**src/rtl/timer_irq.sv**
```systemverilog
// timer_irq: memory-mapped interval timer raising a level IRQ on TL overflow, plus a free-running SYSTICK.
// Define TIMER_PRESCALE_EN to add the PS prescaler register and its tick down-counter.
module timer_irq #(
    parameter logic [31:0] BASE_ADDR = 32'h4000_0000,
    parameter logic [31:0] TH_RESET  = 32'hFFFF_F000
) (
    input  logic        clk,
    input  logic        reset_n,
    input  logic [31:0] addr,
    input  logic [31:0] wdata,
    input  logic        mem_write,
    input  logic        mem_read,
    output logic [31:0] rdata,
    output logic        hit,
    output logic        irq
);
    logic [31:0] th_q, th_d, tl_q, tl_d, sys_q, sys_d, ps_val;
    logic        en_q, en_d, ie_q, ie_d, st_q, st_d;
    logic [2:0]  off;
    logic        wr, tick, ovf;
    assign hit = (addr & ~32'h1F) == BASE_ADDR;
    assign off = addr[4:2];
    assign wr  = hit && mem_write;
    assign ovf = en_q && tick && (tl_q == '1);
    assign irq = ie_q && st_q;
`ifdef TIMER_PRESCALE_EN
    logic [31:0] ps_q, ps_d, pc_q, pc_d;
    assign tick   = pc_q == '0;
    assign ps_val = ps_q;
    // a PS write also restarts the down-counter so the new rate applies at once
    always_comb begin
        ps_d = (wr && off == 3'd3) ? wdata : ps_q;
        pc_d = (wr && off == 3'd3) ? wdata : !en_q ? pc_q : tick ? ps_q : pc_q - 32'd1;
    end
    always_ff @(posedge clk or negedge reset_n) begin
        if (!reset_n) begin
            ps_q <= '0;
            pc_q <= '0;
        end else begin
            ps_q <= ps_d;
            pc_q <= pc_d;
        end
    end
`else
    assign tick   = 1'b1;
    assign ps_val = '0;
`endif
    // a software write to TL beats the reload; the hardware ST set beats a TCON write
    always_comb begin
        th_d  = (wr && off == 3'd0) ? wdata : th_q;
        tl_d  = (wr && off == 3'd1) ? wdata : ovf ? th_q : (en_q && tick) ? tl_q + 32'd1 : tl_q;
        en_d  = (wr && off == 3'd2) ? wdata[0] : en_q;
        ie_d  = (wr && off == 3'd2) ? wdata[1] : ie_q;
        st_d  = ((wr && off == 3'd2) ? wdata[2] : st_q) | (ovf && (ie_q || (wr && off == 3'd2 && wdata[1])));
        sys_d = (wr && off == 3'd5) ? wdata : sys_q + 32'd1;
    end
    always_comb begin
        rdata = !(hit && mem_read) ? '0 :
                off == 3'd0 ? th_q :
                off == 3'd1 ? tl_q :
                off == 3'd2 ? {29'd0, st_q, ie_q, en_q} :
                off == 3'd3 ? ps_val :
                off == 3'd5 ? sys_q : '0;
    end
    always_ff @(posedge clk or negedge reset_n) begin
        if (!reset_n) begin
            th_q  <= TH_RESET;
            tl_q  <= '0;
            en_q  <= 1'b0;
            ie_q  <= 1'b0;
            st_q  <= 1'b0;
            sys_q <= '0;
        end else begin
            th_q  <= th_d;
            tl_q  <= tl_d;
            en_q  <= en_d;
            ie_q  <= ie_d;
            st_q  <= st_d;
            sys_q <= sys_d;
        end
    end
endmodule

```
**config.mk**
```make
export PLATFORM = sky130hd
export DESIGN_NAME = timer_irq
export DESIGN_NICKNAME = d
export VERILOG_FILES = /design/src/rtl/timer_irq.sv
export SDC_FILE = /design/constraint.sdc
export NUM_CORES = 1
export LEC_CHECK = 0
export BUFFER_PORTS_ARGS = -buffer_cell sky130_fd_sc_hd__buf_2
export CAP_MARGIN = 25
export CORE_UTILIZATION = 31
export CTS_BUF_LIST = sky130_fd_sc_hd__clkbuf_2
export DETAILED_ROUTE_END_ITERATION = 16
export PLACE_DENSITY_LB_ADDON = 0.15
export SLEW_MARGIN = 0
export SYNTH_ARGS = -nofsm -noshare
export SYNTH_HDL_FRONTEND = slang
export SYNTH_SLANG_ARGS = --single-unit
```
**constraint.sdc**
```tcl
create_clock -name clk -period 4.29 [get_ports clk]
set_input_delay 0 -clock clk [delete_from_list [all_inputs] [get_ports clk]]
set_output_delay 0 -clock clk [all_outputs]
set_load 0.03 [all_outputs]
```
; Word-level counts from Yosys, hierarchy flattened
; Index checks and enable logic that the tools add are counted.
[classes]
add_sub_neg = 2
n_eq_ne = 6
n_mux = 11
bitwise = 1
n_reduce_logical = 13
[op_table]
columns = op, count
row1 = $mux W32, 10
row2 = $add A32 B1 Y32 const B, 2
row3 = $eq A32 B32 Y1 const B, 1
row4 = $eq A27 B26 Y1 const B, 1
row5 = $logic_and A1 B1 Y1, 10
row6 = $eq A3 B2 Y1 const B, 2
row7 = $eq A3 B1 Y1 const B, 1
row8 = $eq A3 B3 Y1 const B, 1
row9 = $logic_not A3 Y1, 1
row10 = $reduce_bool A3 Y1, 1
row11 = $logic_or A1 B1 Y1, 1
row12 = $mux W1, 1
row13 = $or A1 B1 Y1, 1
[word_totals]
input_bits = 68
out_inout_bits = 34
wordCells = 39
regBits = 99

; Depth between registers and ports, before layout
[depth]
ltp_word = 7
ltp_mapped = 8

; Least setup slack after synthesis
; OpenSTA, ideal clock, no wires.
[synth_path]
kind = register -> register
startpoint = reg tl_q[0]
endpoint = reg tl_q[30]
setup_slack_ps = 2119
t_arrival_ps = 2053
path_buffers = 0
path_stages_with_launch = 8
path_cell_list = dfrtp_1 -> ha_1 -> nand4_4 -> or4_4 -> nor4_4 -> mux2i_1 -> nor3_2 -> a21o_1
[synth_between]
elab_chain_len = 4
word_cells_on_any_way = 7
cone_classes = add/sub (1) / eq/ne (1) / mux (3) / reduce/logical (2)
[synth_lines]
columns = item, line
row1 = from (decl), 17  ; logic [31:0] th_q, th_d, tl_q, tl_d, sys_q, sys_d, ps_val;
row2 = from (signal assigned), 75  ; tl_q <= tl_d;
row3 = $add A32 B1 Y32 or $eq A32 B32 Y1 (tied branches), "51, 24"
row4 = $mux W32 or $logic_and A1 B1 Y1 (tied branches), "51, 24"
row5 = $mux W32 (2 in a row), 51  ; tl_d = (wr && off == 3'd1) ? wdata : ovf ? th_q : (en_q && tick) ? tl_q + 32'd1 : tl_q;
; Parallel ways exist; a longest one is shown, timed or not. The select of a mux whose other input is x is not followed.
; A chain may end at the register's enable or synchronous reset.

; Worst setup path after layout
[layout_path]
startpoint = reg tl_q[0]
endpoint = reg tl_q[0]
; The elaborated chain is that of the path after synthesis.

==> metrics.yaml <==
cts:
  clock_latency_ns: 0.61
  cts_buffer_depth: 2
  clkSlewWorstSetupHoldPaths_ns: 0.26
  ctsResizeCount: 0
  cts_tree: "yes"
  cts.htree.levels: 3
  root_buffer: "clkbuf_2"
  numCtsBuffers: 9
  cts_sinks: 99
timing:
  slew_headroom: 0.327
  timing.fmax_ghz: 0.347
  finalHoldViolations: 0
  fin_skew_ns: 0.0232
  setup_slack_ns: 1.41
  final.period_utilization: 0.672
  rsz0062_at_grt: "no"
  setup_tns_ns: 0
  post-route-min-period_ns: 2.88
  setup_viol: 0
  max_slew.worst_pin.slew_ns: 1.00
  slew_violations: 0
yosys:
  synth_top_family_by_area: "simple AND/OR/NAND/NOR gates"
  synthesis.instances: 724
  synth_edf_count: 0
  avgSynthCellArea_um2: 9.09
  synthAdderAreaFrac: 0.00380
  netlist_area_um2: 6580
  synth_compound_gate_area_share: 0.133
  synth-simple-area-share: 0.258
  ys_ff_latch: 99
  ys_seq_area_frac: 0.380
  synthFlopType: "dfrtp_1"
  synth_cell_types: 51
  yosys_warnings: 0
  async_flop_share: 1.00
  synth_xor_area_frac: 0.0652
  synth_fp_nets: 794
  synth_mux_area_frac: 0.122
worst_setup_path:
  crit_type: "register to register"
  timing.critical_path.from: "tl_q[0]"
  max_stage_delay_ns: 0.60
  r2r_slack_ns: 1.41
  r2r-start: "tl_q[0]"
  cp-end-kind: "register"
  slowest_stage: "nor4b_4"
  start_kind: "register"
  rr_worst_depth: 8
  critPathTopFamily: "simple AND/OR/NAND/NOR gates"
  worst-endpoint-arrival_ns: 3.38
  timing.rr.end: "tl_q[0]"
  crit_path_cell_trace: "ha_1 > nand4_4 > nor3_2 > nor4b_4 > buf_4 > nor3_1 > a211oi_1 > o21ai_1"
  crit_buf_inv: 1
  crit_required_ns: 4.79
  critPathMaxFanout: 17
  cp-endpoint: "tl_q[0]"
  cp_num_cells: 8
global_route:
  antenna_found_initial: 0
  grt_usage: 0.191
  grt_overflow_total: 0
  grt_max_degree: 50
  grt_pass1_wl_um: 32200
  grt_pass1_vias: 5824
routing:
  final_antenna_net_count: 0
  vias: 5786
  avgViaCountPerCell: 5.23
  post_drt_wl_per_cell_um: 18.1
  wl_um: 20100
  route.detailed.drc: 0
  drt_iter0_drc: 376
  firstDrtPassIters: 5
run_status:
  status: "finished, final reports clean"
floorplan:
  die_area_um2: 21800
  start_util: 0.321
  die_h_um: 148
  core_area_um2: 20500
  io_pins: 102
  die_w_um: 148
  num_rows: 52
cells_and_area:
  layout-drive-gt1-share: 0.246
  fillers: 2128
  ff_latch_area_um2: 2500
  multiInputGateArea_um2: 3830
  finalNonFillerCells: 1106
  final_cell_mix: "103 x nor2_1, 98 x buf_2, 92 x a21oi_1"
  syn_to_final_growth_pct: 18.1
  finalInstanceArea_um2: 7770
  fin_nets: 901
  final_common_cell: "nor2_1"
  n_antenna_cell: 0
power_and_ir_drop:
  fin_total_pwr_w: 0.00148
  ir_drop_mv: 0.0994
  p_leak_nw: 3.31
  p_per_area_nw_per_um2: 191
hold_path:
  worstHoldPathType: "input port to register"
place:
  dp_hpwl_um: 13600
  gp_congestion: 0.791
  placed_cells: 1052
  placed_area_um2: 7290
  preCtsSetupSlack_ns: 1.46
  io_buffers: 99
flow_run:
  cap_violations: 0
[stage by stage]
step,util,hold WS [ns]
finish,0.379,0.0760
global route,0.379,0.0769
CTS,0.379,0.0157
detailed placement,0.356,0.0980
global placement,0.356,0.0898
floorplan,-,-0.296
[tightest hold or removal path: stages]
cell and delay (ns):
buf_2 0.29, nand3_2 0.28, a21oi_1 0.09
[registers in the layout, summed over array words and instances (netlist names)]
register,cells
th_q,32
sys_q,32
en_q,1
st_q,1
tl_q,32
ie_q,1
[cell type report]
class                   count  area share
inverters                   6     0.00290
multi-input cells         565       0.493
clock buffers              10     0.00644
flip-flops and latches     99       0.322
repair buffers            150       0.128
well taps                 270      0.0435
clock inverters             6     0.00418
[Yosys cell counts (3+ instances only)]
master	instances	area share
nor2_1	103	0.059
a21oi_1	92	0.070
dfrtp_1	79	0.30
nand2_1	46	0.026
xor2_1	37	0.049
clkbuf_1	36	0.021
mux2_2	35	0.060
nor3b_1	32	0.037
mux2_1	30	0.051
nand3_1	25	0.019
dfstp_2	20	0.080
nand4_1	20	0.019
o221ai_1	19	0.025
a31oi_1	15	0.014
and3_1	15	0.014
xnor2_1	12	0.016
and4_1	9	0.012
buf_2	9	0.0068
nor4_1	8	0.0076
buf_1	7	0.0040
mux2i_1	7	0.011
nor3_2	6	0.0091
nor4_4	6	0.019
inv_1	5	0.0029
nor3_1	5	0.0038
o21ai_0	4	0.0030
o21ai_1	4	0.0030
a21o_1	3	0.0034
nand3_2	3	0.0046
nor4_2	3	0.0057
[kinds of logic (layout without fill, tap and decap cells)]
group	count (synthesis)	in the layout
flops	99	99
fa+ha+maj	2	2
simple gates	294	294
xor+xnor	49	49
buf+inv	60	172
compound gates	148	148
mux	72	72
[per-layer routing]
metal	vias to the layer above	GRT usage	part of all wire
met2	90	0.312	0.46
li1	2849	-	-
met5	-	0	0
met3	14	0.0194	0.028
met4	0	0.0500	0.011
met1	2833	0.269	0.50
[report_power, final]
group	switching (W)	internal [W]	leakage (nW)
sequential	0.0000000401	0.000937	1.20
clock	0.000333	0.0000723	0.0528
combinational	0.0000767	0.0000642	2.06
total	0.000410	0.00107	3.31
[what timing repair did]
| action | in CTS | in global routing |
|---|---|---|
| setup buffers | 0 | 0 |
| hold buffers | 38 | 0 |
| endpoints found under the hold margin | 149 | 0 |
[how the worst min path moves through the flow]
| stage | cells after the start | start | to |
|---|---|---|---|
| after floorplan | 0 | reset_n | en_q |
| after global placement | 1 | reset_n | th_q[9] |
| after detailed placement | 1 | reset_n | th_q[9] |
| after CTS | 3 | addr[2] | sys_q[9] |
| after global routing | 3 | addr[2] | sys_q[7] |
| final | 3 | addr[2] | sys_q[7] |
Note: power is estimated with default switching activity, not from simulation.
